==> config.mk <==
export PLATFORM = sky130hd
export DESIGN_NAME = fetch_unit
export DESIGN_NICKNAME = d
export VERILOG_FILES = /design/src/rtl/fetch_unit.sv
export SDC_FILE = /design/constraint.sdc
export NUM_CORES = 1
export LEC_CHECK = 0
export CORE_UTILIZATION = 47
export DETAILED_ROUTE_END_ITERATION = 12
export MAX_ROUTING_LAYER = met4
export PLACE_DENSITY = 0.84
export SLEW_MARGIN = 20
export SYNTH_ARGS = -nofsm -noshare
export SYNTH_HDL_FRONTEND = slang
export SYNTH_SLANG_ARGS = --single-unit
==> constraint.sdc <==
create_clock -name clk -period 18.4 [get_ports clk]
set_input_delay 2.76 -clock clk [delete_from_list [all_inputs] [get_ports clk]]
set_output_delay 2.76 -clock clk [all_outputs]
set_load 0.01 [all_outputs]
==> src/rtl/fetch_unit.sv <==
// Instruction fetch stage: owns the PC, issues one word fetch at a time to
// instruction memory, queues returned words with their PC and hands them to
// the decoder under a valid/ready handshake. Redirects flush the queue and
// cause the in-flight response (if any) to be discarded.
// Optional build macro FETCH_STATS_EN adds stat_fetched / stat_flushed
// saturating counters; without it the block has no statistics ports.
module fetch_unit #(
    parameter int          DEPTH    = 2,
    parameter logic [31:0] RESET_PC = 32'h0000_0000
) (
    input  logic        clk,
    input  logic        rst,
    output logic        imem_req,
    output logic [31:0] imem_addr,
    input  logic        imem_gnt,
    input  logic        imem_rvalid,
    input  logic [31:0] imem_rdata,
    output logic        if_valid,
    output logic [31:0] if_instr,
    output logic [4:0]  if_opcode,
    output logic [31:0] if_pc,
    output logic [31:0] if_pc_plus4,
    input  logic        id_ready,
    input  logic        redirect_valid,
    input  logic [31:0] redirect_pc
`ifdef FETCH_STATS_EN
    ,
    output logic [31:0] stat_fetched,
    output logic [31:0] stat_flushed
`endif
);

    localparam int AW = (DEPTH > 1) ? $clog2(DEPTH) : 1;
    localparam int CW = $clog2(DEPTH + 1);
    localparam logic [CW-1:0] DEPTH_C = CW'(DEPTH);

    typedef enum logic [1:0] {
        S_REQ     = 2'd0,
        S_WAIT    = 2'd1,
        S_DISCARD = 2'd2
    } state_t;

    state_t          r_state;
    logic [31:0]     r_pc;
    logic [31:0]     r_req_pc;
    logic [CW-1:0]   r_count;
    logic [AW-1:0]   r_wr_ptr;
    logic [AW-1:0]   r_rd_ptr;
    logic [31:0]     r_instr_q [DEPTH];
    logic [31:0]     r_pc_q    [DEPTH];

    logic            w_issue;
    logic            w_push;
    logic            w_pop;
    logic [31:0]     w_redirect_pc;
    logic [31:0]     w_head_pc;

    // A slot is reserved at issue time: only request while the queue has room,
    // and never in the cycle a redirect is being applied or during reset.
    assign imem_req      = !rst && (r_state == S_REQ) && (r_count < DEPTH_C) && !redirect_valid;
    assign imem_addr     = r_pc;
    assign w_issue       = imem_req && imem_gnt;
    assign w_push        = (r_state == S_WAIT) && imem_rvalid && !redirect_valid;
    assign w_pop         = if_valid && id_ready && !redirect_valid;
    assign w_redirect_pc = redirect_pc & 32'hFFFF_FFFC;

    assign if_valid    = (r_count != {CW{1'b0}});
    assign w_head_pc   = r_pc_q[r_rd_ptr];
    assign if_instr    = if_valid ? r_instr_q[r_rd_ptr] : 32'd0;
    assign if_opcode   = if_instr[31:27];
    assign if_pc       = if_valid ? w_head_pc : 32'd0;
    assign if_pc_plus4 = if_valid ? (w_head_pc + 32'd4) : 32'd0;

    // Fetch FSM and PC: issue, wait for the response, or wait to discard a stale one.
    always_ff @(posedge clk) begin
        if (rst) begin
            r_state  <= S_REQ;
            r_pc     <= RESET_PC;
            r_req_pc <= RESET_PC;
        end else if (redirect_valid) begin
            r_pc <= w_redirect_pc;
            case (r_state)
                // An outstanding response becomes stale; if it is arriving right
                // now it is simply dropped and nothing is left in flight.
                S_WAIT:    r_state <= imem_rvalid ? S_REQ : S_DISCARD;
                S_DISCARD: r_state <= imem_rvalid ? S_REQ : S_DISCARD;
                default:   r_state <= S_REQ;
            endcase
        end else begin
            case (r_state)
                S_REQ: begin
                    if (w_issue) begin
                        r_req_pc <= r_pc;
                        r_pc     <= r_pc + 32'd4;
                        r_state  <= S_WAIT;
                    end
                end
                S_WAIT: begin
                    if (imem_rvalid) begin
                        r_state <= S_REQ;
                    end
                end
                S_DISCARD: begin
                    if (imem_rvalid) begin
                        r_state <= S_REQ;
                    end
                end
                default: r_state <= S_REQ;
            endcase
        end
    end

    // Instruction queue: push returned words, pop on decode handshake, flush on redirect.
    always_ff @(posedge clk) begin
        if (rst) begin
            r_count  <= {CW{1'b0}};
            r_wr_ptr <= {AW{1'b0}};
            r_rd_ptr <= {AW{1'b0}};
            for (int i = 0; i < DEPTH; i++) begin
                r_instr_q[i] <= 32'd0;
                r_pc_q[i]    <= 32'd0;
            end
        end else if (redirect_valid) begin
            r_count  <= {CW{1'b0}};
            r_wr_ptr <= {AW{1'b0}};
            r_rd_ptr <= {AW{1'b0}};
        end else begin
            if (w_push) begin
                r_instr_q[r_wr_ptr] <= imem_rdata;
                r_pc_q[r_wr_ptr]    <= r_req_pc;
                r_wr_ptr            <= r_wr_ptr + {{(AW-1){1'b0}}, 1'b1};
            end
            if (w_pop) begin
                r_rd_ptr <= r_rd_ptr + {{(AW-1){1'b0}}, 1'b1};
            end
            case ({w_push, w_pop})
                2'b10:   r_count <= r_count + {{(CW-1){1'b0}}, 1'b1};
                2'b01:   r_count <= r_count - {{(CW-1){1'b0}}, 1'b1};
                default: r_count <= r_count;
            endcase
        end
    end

`ifdef FETCH_STATS_EN
    logic [31:0] r_stat_fetched;
    logic [31:0] r_stat_flushed;
    logic [31:0] w_flush_amt;
    logic [32:0] w_fetched_sum;
    logic [32:0] w_flushed_sum;

    // A response is counted as dropped at the redirect that makes it stale,
    // i.e. when the redirect catches the FSM waiting on memory.
    assign w_flush_amt   = {{(32-CW){1'b0}}, r_count} + ((r_state == S_WAIT) ? 32'd1 : 32'd0);
    assign w_fetched_sum = {1'b0, r_stat_fetched} + 33'd1;
    assign w_flushed_sum = {1'b0, r_stat_flushed} + {1'b0, w_flush_amt};

    // Saturating fetch / flush statistics counters.
    always_ff @(posedge clk) begin
        if (rst) begin
            r_stat_fetched <= 32'd0;
            r_stat_flushed <= 32'd0;
        end else begin
            if (w_push) begin
                r_stat_fetched <= w_fetched_sum[32] ? 32'hFFFF_FFFF : w_fetched_sum[31:0];
            end
            if (redirect_valid) begin
                r_stat_flushed <= w_flushed_sum[32] ? 32'hFFFF_FFFF : w_flushed_sum[31:0];
            end
        end
    end

    assign stat_fetched = r_stat_fetched;
    assign stat_flushed = r_stat_flushed;
`endif

endmodule
==> impl_metrics.tcl, run 1 <==
set metrics [dict create \
    synthCells 967 \
    yosys_warnings 0 \
    grt_pass1_wl_mm 37.15 \
    min_path_cells 2 \
    grt_max_degree 80 \
    min_period_ps 7320 \
    grt_overflow 0 \
    r2r_start "r_count[0]$_SDFFE_PP0P_" \
    gr-usage-all-layers_pct 22.42 \
    die_w_um 145.8 \
    instances_no_fill 1409 \
    htreeDepth 4 \
    worst_pin_slew_ps 879.2 \
    setup_violations 0 \
    rr_worst_depth 8 \
    dieArea_mm2 0.02126 \
    power.switching_mw 0.2161 \
    cts_setup_buffers 0 \
    wirelength_mm 23.13 \
    avgSynthCellArea_um2 10.05 \
    drc 0 \
    crit_arrival_ps 4560 \
    clk_path_buf_depth 2 \
    fin_worst_skew_ps 6.350 \
    required_ps 15640 \
    netlist_area_mm2 0.009719 \
    p_per_area_mw_per_mm2 74.74 \
    numCtsBuffers 17 \
    cts_sinks 191 \
    slew_violations 0 \
    rrSetupSlack_ps 15470 \
    drt-pass1-iter-count 5 \
    sw_frac_of_total_pct 23.39 \
    antenna_found_initial 0 \
    start_util_pct 48.03 \
    min_from "r_req_pc[27]$_SDFFE_PP0P_" \
    endpoint_kind "output pin" \
    hold_buffers 0 \
    wl_per_cell_um 16.42 \
    clkSlewWorstSetupHoldPaths_ps 70 \
    clkLatencyLatePin_ps 430 \
    drt-vias-per-instance 5.443 \
    ir_worst_vdd_mv 0.06120 \
    rsz0062_at_grt "false" \
    fin_tns_setup_ps 0 \
    dp.cells 1377 \
    outcome "finished, final reports clean" \
    synth_top_area_cell "edfxtp_1" \
    p_leak_nw 4.149 \
    yosysSeqAreaShare_pct 52.11 \
    worstSetupPathType "in -> out" \
    place_hpwl_mm 15.29 \
    r2r-end "r_count[1]$_SDFFE_PP0P_" \
    first_global_vias 7276 \
    gp_congestion 0.8491 \
    layout-drive-gt1-share_pct 6.321 \
    p_int_mw 0.7077 \
    crit_path_start_kind "input port" \
    p_seq_share_pct 52.4 \
    synthArstFlopShare_pct 0 \
    fmax_mhz 136.6 \
    holdWs_ps 464.3 \
    worstHoldEndpoint "r_req_pc[27]$_SDFFE_PP0P_" \
    hold_class "reg -> reg" \
    drtAntennaViolNets 0 \
    combPwrFrac_pct 7.1 \
    yosysMostFrequentCell "and2_1" \
    diodes 0 \
    cts_tree "built" \
    ys_seq_elements 191 \
    rows 52 \
    synth_edf_count 124 \
    synth_commonest_cells "and2_1 (143), edfxtp_1 (124), nand2_1 (105), nor2_1 (92), dfxtp_1 (67)" \
    layout.nets 1201 \
    drt-initial-drc-count 564 \
    critPathMaxFanout 32 \
    finalCritPeriodShare_pct 39.78 \
    area_growth_pct 27.16 \
    pwr-share-clk_pct 40.5 \
    slew_headroom_pct 41.39 \
    cts_resized 0 \
    die_h_um 145.8 \
    cts_root_buffer "clkbuf_16" \
    synth_top_area_share_pct 38.31 \
    synthTopCellsByArea "edfxtp_1 (38%), dfxtp_1 (14%), and2_1 (9.2%)" \
    io_pins 205 \
    placement.io_buffers 196 \
    cap_violations 0 \
    vias 7669 \
    synth_flop_cell "edfxtp_1" \
    final-hold-violation-count 0 \
    coreArea_mm2 0.02023 \
    ys_types 69 \
]
[critical path, stage by stage]
cell and delay, ps:
clkdlybuf4s50_1 390, buf_4 240, nor4b_2 520, clkdlybuf4s50_1 630
[layer usage]
metal  global-route usage, %  wire [um]  vias up
li1                        -          -     3722
met1                   29.47      10170     3634
met2                   35.74      11080      289
met3                   4.013       1573       24
met4                   5.842        311        0
met5                       -          0        -
[sequential cells by signal, indices dropped and copies added, names as in the netlist, named ones only]
register	count
r_count	2
r_rd_ptr	1
r_state	2
r_wr_ptr	1
r_req_pc	30
imem_addr	30
r_pc_q	60
r_instr_q	64
[kinds of logic (layout without fill, tap and decap cells)]
logic type | after synthesis | count (layout) | synth area share, %
AOI/OAI and AO/OA | 148 | 148 | 9.629
other | 1 | 6 | 0.03858
xor gates and xnor gates | 24 | 24 | 2.163
and+or+nand+nor | 446 | 446 | 23.83
muxes | 67 | 67 | 7.055
DFF | 191 | 191 | 52.11
adders and majority gates | 5 | 5 | 0.6437
buffers and inverters | 85 | 252 | 4.531
[power by group through the flow]
stage | logic (mW) | clock network [mW] | registers, mW
after CTS | 0.0660 | 0.378 | 0.483
after global placement | 0.0644 | 0 | 0.492
final | 0.0660 | 0.374 | 0.484
after detailed placement | 0.0656 | 0 | 0.493
after floorplan | 0.0320 | 0 | 0.492
after global routing | 0.0715 | 0.393 | 0.486
[area by class of cell]
cell class,instances,area [um2]
clock inverter,15,171.4
timing repair buffer,207,2039
multi-input combinational,696,4268
fill,1625,7875
clock buffer,17,425.4
tap,270,337.8
sequential,191,5069
inverter,13,48.80
[per-stage QoR]
stage	util, %	worst slack [ps]	cell area, um2	total power, mW
CTS	61.06	11040	12360	0.9278
detailed placement	58.11	11130	11760	0.5586
floorplan	-	10180	9738	0.5238
finish	61.08	11080	12360	0.9238
global route	61.08	10700	12360	0.9500
global placement	58.11	11150	11760	0.5563
[layout by cell type (no fill, tap or decap), drive strengths merged, types with 4 or more instances in the layout]
cell / netlist / layout
o31a: 5 / 5
o21ai: 25 / 25
o22ai: 8 / 8
conb: 1 / 6
and3: 4 / 4
mux2: 9 / 9
clkbuf: 43 / 17
clkinv: 0 / 4
nand4b: 5 / 5
and4: 4 / 4
a21oi: 63 / 63
ha: 5 / 5
o31ai: 6 / 6
nor3: 16 / 16
dfxtp: 67 / 67
nand3: 30 / 30
nor4: 9 / 9
nand2: 105 / 105
xnor2: 11 / 11
nand4: 23 / 23
edfxtp: 124 / 124
nor2: 92 / 92
mux2i: 58 / 58
a211oi: 5 / 5
inv: 13 / 21
clkdlybuf4s50: 0 / 195
a31oi: 16 / 16
xor2: 13 / 13
and2: 144 / 144
buf: 29 / 12
[how the worst max path moves through the flow]
stage | slack [ps] | endpoint | startpoint
2_1_floorplan | 10180 | r_instr_q[0][0]$_SDFFCE_PN0P_ | redirect_valid
3_3_place_gp | 11150 | imem_req | redirect_valid
3_5_place_dp | 11130 | imem_req | redirect_valid
4_1_cts | 11040 | if_pc_plus4[31] | register
5_1_grt | 10700 | if_pc_plus4[31] | register
6_report | 11080 | imem_req | redirect_valid
Note: power is estimated with default switching activity, not from simulation.
==> run 2: changes to the inputs <==
Settings changed: PLACE_DENSITY 0.84 to 0.86.
Clock period 18.4 ns to 6.7 ns, I/O delays scaled along.
==> impl_metrics.tcl, run 2 (same netlist as run 1, synthesis figures left out) <==
set metrics [dict create \
    outcome "finished, final reports clean" \
    dp_slack_ps 2204 \
    sw_frac_of_total_pct 22.67 \
    cts_setup_buffers 0 \
    worstSetupPathType "reg -> out" \
    largest_register_ffs 64 \
    endpoint_kind "output pin" \
    clkSlewWorstSetupHoldPaths_ps 70 \
    place_hpwl_mm 16.03 \
    dieArea_mm2 0.02126 \
    gr-usage-all-layers_pct 22.70 \
    first_global_vias 7465 \
    final_common_cell "clkdlybuf4s50_1" \
    fmax_mhz 202.5 \
    die_h_um 145.8 \
    dp.cells 1379 \
    clkLatencyLatePin_ps 430 \
    final-hold-violation-count 0 \
    min_period_ps 4939 \
    crit_path_start_kind "register" \
    slowest_stage "dfxtp_4" \
    grt_util_met3_pct 3.793 \
    critPathMaxFanout 54 \
    start_util_pct 48.03 \
    drc 0 \
    grt_util_met2_pct 37.46 \
    holdWs_ps 468.1 \
    cts_tree "built" \
    crit_arrival_ps 3930 \
    p_int_mw 1.953 \
    area_growth_pct 27.28 \
    drt-initial-drc-count 616 \
    slowest_delay_ps 750 \
    layout-drive-gt1-share_pct 6.310 \
    layout.nets 1203 \
    p_leak_nw 4.160 \
    slew_violations 0 \
    final_cell_mix "clkdlybuf4s50_1 (195), and2_1 (143), edfxtp_1 (124), nand2_1 (104), nor2_1 (91)" \
    busiest_layer "met2" \
    globalRouteMet1Util_pct 28.37 \
    rows 52 \
    wl_per_cell_um 16.66 \
    grt_overflow 0 \
    antenna_found_initial 0 \
    p_per_area_mw_per_mm2 204.2 \
    pwr-share-clk_pct 40.1 \
    fin_worst_skew_ps 10.89 \
    crit_family "buffers and inverters" \
    slew_headroom_pct 41.66 \
    rsz0062_at_grt "false" \
    combPwrFrac_pct 7.3 \
    grt_pass1_wl_mm 37.10 \
    drt-pass1-iter-count 6 \
    grt_max_degree 80 \
    largest-register "r_instr_q" \
    place_area_mm2 0.01177 \
    crit_chain "buf_4 > nand2_1 > o22ai_2 > nand4_4 > nor4b_2 > mux2_2 > clkdlybuf4s50_1" \
    numCtsBuffers 17 \
    reg_top3 "r_instr_q x64, r_pc_q x60" \
    ir_worst_vdd_mv 0.1881 \
    wirelength_mm 23.50 \
    power.switching_mw 0.5726 \
    drt-vias-per-instance 5.457 \
    htreeDepth 4 \
    diodes 0 \
    cts_resized 0 \
    io_pins 205 \
    gp_congestion 0.8382 \
    setup_violations 0 \
    p_seq_share_pct 52.6 \
    power_mw 2.526 \
    vias 7700 \
    coreArea_mm2 0.02023 \
    required_ps 5690 \
    rrSetupSlack_ps 3790 \
    r2r_start "r_count[0]$_SDFFE_PP0P_" \
    clk_path_buf_depth 2 \
    cp.depth 7 \
    rr_worst_depth 8 \
    n_fill_cell 1626 \
    drtAntennaViolNets 0 \
    placement.io_buffers 196 \
    crit_buf_inv 2 \
    final_util_pct 61.14 \
    cap_violations 0 \
    finalCritPeriodShare_pct 73.71 \
    cts_root_buffer "clkbuf_16" \
    die_w_um 145.8 \
    worst_pin_slew_ps 875.1 \
    hold_buffers 0 \
    hold_class "reg -> reg" \
    cts_sinks 191 \
    fin_tns_setup_ps 0 \
    fin_area_mm2 0.01237 \
    instances_no_fill 1411 \
    layout_setup_ws_ps 1761 \
    critPathCapture "if_pc_plus4[30]" \
    r2r-end "r_count[1]$_SDFFE_PP0P_" \
]
-- run 2: cell types whose count changed in the layout (fill, tap and decap cells not counted), moves of 2 or more --
cell,before,now
inv_6,6,3
clkbuf_1,0,2
clkbuf_16,17,19
inv_8,2,0
inv_4,0,2
buf_4,11,13
-- run 2: area by class of cell --
class                      instances  area [um2]  share of cell area (%)
inverter                          13       48.80                  0.3945
sequential                       191        5069                   40.97
clock inverter                    10       96.34                  0.7788
clock buffer                      22       496.7                   4.015
tap                              270       337.8                   2.731
multi-input combinational        696        4268                   34.50
timing repair buffer             209        2054                   16.61
-- run 2: power groups by stage --
stage          Clock [mW]  Combinational, mW  Sequential [mW]
4_1_cts              1.02              0.184             1.33
6_report             1.01              0.184             1.33
3_5_place_dp            0              0.182             1.35
2_1_floorplan           0             0.0878             1.35
5_1_grt              1.07              0.198             1.33
3_3_place_gp            0              0.177             1.35
-- run 2: metal layers --
metal / share of wire (%) / vias to the layer above
met5: 0 / -
met4: 2.2 / 0
met3: 5.4 / 40
met2: 48 / 290
met1: 44 / 3645
li1: - / 3725
-- run 2: worst min path at each step --
stage | startpoint | to | slack, ps | cells past startpoint
after detailed placement | r_req_pc[7]$_SDFFE_PP0P_ | r_req_pc[7]$_SDFFE_PP0P_ | 450 | 2
after global placement | r_req_pc[8]$_SDFFE_PP0P_ | r_req_pc[8]$_SDFFE_PP0P_ | 450 | 2
after CTS | r_req_pc[7]$_SDFFE_PP0P_ | r_req_pc[7]$_SDFFE_PP0P_ | 460 | 2
after floorplan | r_req_pc[10]$_SDFFE_PP0P_ | r_req_pc[10]$_SDFFE_PP0P_ | 440 | 2
after global routing | r_req_pc[29]$_SDFFE_PP0P_ | r_req_pc[29]$_SDFFE_PP0P_ | 480 | 2
final | r_req_pc[7]$_SDFFE_PP0P_ | r_req_pc[7]$_SDFFE_PP0P_ | 470 | 2
-- run 2: worst reg2reg max path, delay by kind of cell, from the launching register on --
| family | cells | cell delay [ps] |
|---|---|---|
| buf+inv | 2 | 1180 |
| compound gates | 1 | 150 |
| fa+ha+maj | 1 | 320 |
| flops | 1 | 360 |
| simple gates | 4 | 830 |
==> run 3: changes to the inputs <==
Settings changed: PLACE_DENSITY 0.86 to 0.84.
Clock period 6.7 ns to 4.76 ns, I/O delays scaled along.
==> impl_metrics.tcl, run 3 (same netlist as run 1, synthesis figures left out) <==
set metrics [dict create \
    outcome "finished, final reports clean" \
    rows 52 \
    setup_violations 0 \
    p_leak_nw 4.173 \
    dp.cells 1382 \
    hold_buffers 0 \
    instances_no_fill 1414 \
    critPathMaxFanout 24 \
    critPathMostFrequentCell "mux2_2" \
    cap_violations 0 \
    vias 7661 \
    clkLatencyLatePin_ps 430 \
    area_growth_pct 27.74 \
    largest-register "r_instr_q" \
    wl_per_cell_um 16.26 \
    p_per_area_mw_per_mm2 289.8 \
    die_h_um 145.8 \
    cts_resized 0 \
    required_ps 4050 \
    final_common_cell "clkdlybuf4s50_1" \
    placement.io_buffers 196 \
    grt_pass1_wl_mm 37.40 \
    fin_tns_setup_ps 0 \
    grt_overflow 0 \
    drt-pass1-iter-count 5 \
    ir_worst_vdd_mv 0.2459 \
    crit_arrival_ps 3650 \
    clk_path_buf_depth 2 \
    slew_violations 0 \
    cts_root_buffer "clkbuf_16" \
    crit_family "simple AND/OR/NAND/NOR gates" \
    crit_buf_inv 1 \
    place_area_mm2 0.01180 \
    layout.nets 1206 \
    worstSetupPathType "reg -> out" \
    slew_headroom_pct 44.00 \
    drt-vias-per-instance 5.418 \
    min_period_ps 4362 \
    layout_setup_ws_ps 398.4 \
    fin_worst_skew_ps 10.81 \
    cts_sinks 191 \
    cts_setup_buffers 0 \
    worst_pin_slew_ps 839.9 \
    layout-drive-gt1-share_pct 6.731 \
    coreArea_mm2 0.02023 \
    crit_path_start_kind "register" \
    finalCritPeriodShare_pct 91.63 \
    antenna_found_initial 0 \
    fmax_mhz 229.3 \
    diodes 0 \
    place_hpwl_mm 15.64 \
    start_util_pct 48.03 \
    largest_register_ffs 64 \
    final_cell_mix "clkdlybuf4s50_1 (195), and2_1 (143), edfxtp_1 (124), nand2_1 (104), nor2_1 (91)" \
    dp_slack_ps 846.6 \
    dieArea_mm2 0.02126 \
    endpoint_kind "output pin" \
    numCtsBuffers 17 \
    first_global_vias 7313 \
    die_w_um 145.8 \
    crit_chain "mux2_2 > ha_1 > nand4b_1 > a221oi_4 > nand4_4 > nor4b_2 > mux2_2 > clkdlybuf4s50_1" \
    drc 0 \
    grt_max_degree 79 \
    gp_congestion 0.8558 \
    rsz0062_at_grt "false" \
    fin_area_mm2 0.01242 \
    cts_tree "built" \
    reg_top3 "r_instr_q x64, r_pc_q x60" \
    htreeDepth 4 \
    slowest_delay_ps 580 \
    final-hold-violation-count 0 \
    drt-initial-drc-count 549 \
    drtAntennaViolNets 0 \
    hold_class "reg -> reg" \
    slowest_stage "dfxtp_4" \
    io_pins 205 \
    gr-usage-all-layers_pct 22.59 \
    wirelength_mm 22.99 \
    clkSlewWorstSetupHoldPaths_ps 70 \
]
run 3: cell count changes in the layout (fill, tap and decap cells not counted), sizes merged:
cell,before,now
clkbuf,22,17
clkinvlp,0,3
bufinv,1,2
inv,18,22
buf,14,17
clkinv,4,1
run 3: layout make-up:
class | count | area [um2]
Fill cell | 1625 | 7819
Sequential cell | 191 | 5069
Multi-Input combinational cell | 696 | 4268
Timing Repair Buffer | 212 | 2077
Clock buffer | 17 | 425.4
Tap cell | 270 | 337.8
Clock inverter | 15 | 190.2
Inverter | 13 | 48.80
run 3: per-stage QoR:
step / total power [mW] / hold WS (ps) / util [%]
2_1_floorplan: 2.023 / 440.1 / -
3_3_place_gp: 2.152 / 449.3 / 58.30
3_5_place_dp: 2.160 / 452.3 / 58.30
4_1_cts: 3.613 / 462.4 / 61.34
5_1_grt: 3.712 / 481.0 / 61.36
6_report: 3.598 / 461.8 / 61.36
run 3: path summary, 6_finish.rpt:
| path | slack [ps] | startpoint | depth (start not counted) | endpoint |
|---|---|---|---|---|
| worst max-delay path | 400 | register | 8 | if_pc_plus4[30] |
| worst min-delay path | 460 | r_req_pc[23]$_SDFFE_PP0P_ | 2 | r_req_pc[23]$_SDFFE_PP0P_ |
| worst max register to register | 2160 | r_state[0]$_SDFFE_PP0P_ | 8 | imem_addr[26]$_SDFFE_PP0P_ |
| worst min register to register | 460 | r_req_pc[23]$_SDFFE_PP0P_ | 2 | r_req_pc[23]$_SDFFE_PP0P_ |
run 3: per-layer routing:
layer / vias to the layer above / track usage, % / part of all wire [%]
met5: - / - / 0
met2: 268 / 35.91 / 48
met1: 3621 / 29.97 / 45
met4: 0 / 5.632 / 1.2
li1: 3749 / - / -
met3: 23 / 3.887 / 6.2
run 3: worst reg2reg max path, stage by stage (launching register included):
cell and delay (ps):
dfxtp_1 320, inv_1 80, ha_1 180, nor4b_2 430, and2_1 690, buf_4 380
nand4_1 140, xor2_1 180, a21oi_1 130
run 3: where the power goes:
group          leakage, nW  internal (mW)  switching (mW)  total [mW]
clock                0.293          0.803           0.668        1.47
combinational         2.05          0.127           0.131       0.258
sequential            1.83           1.82          0.0513        1.87
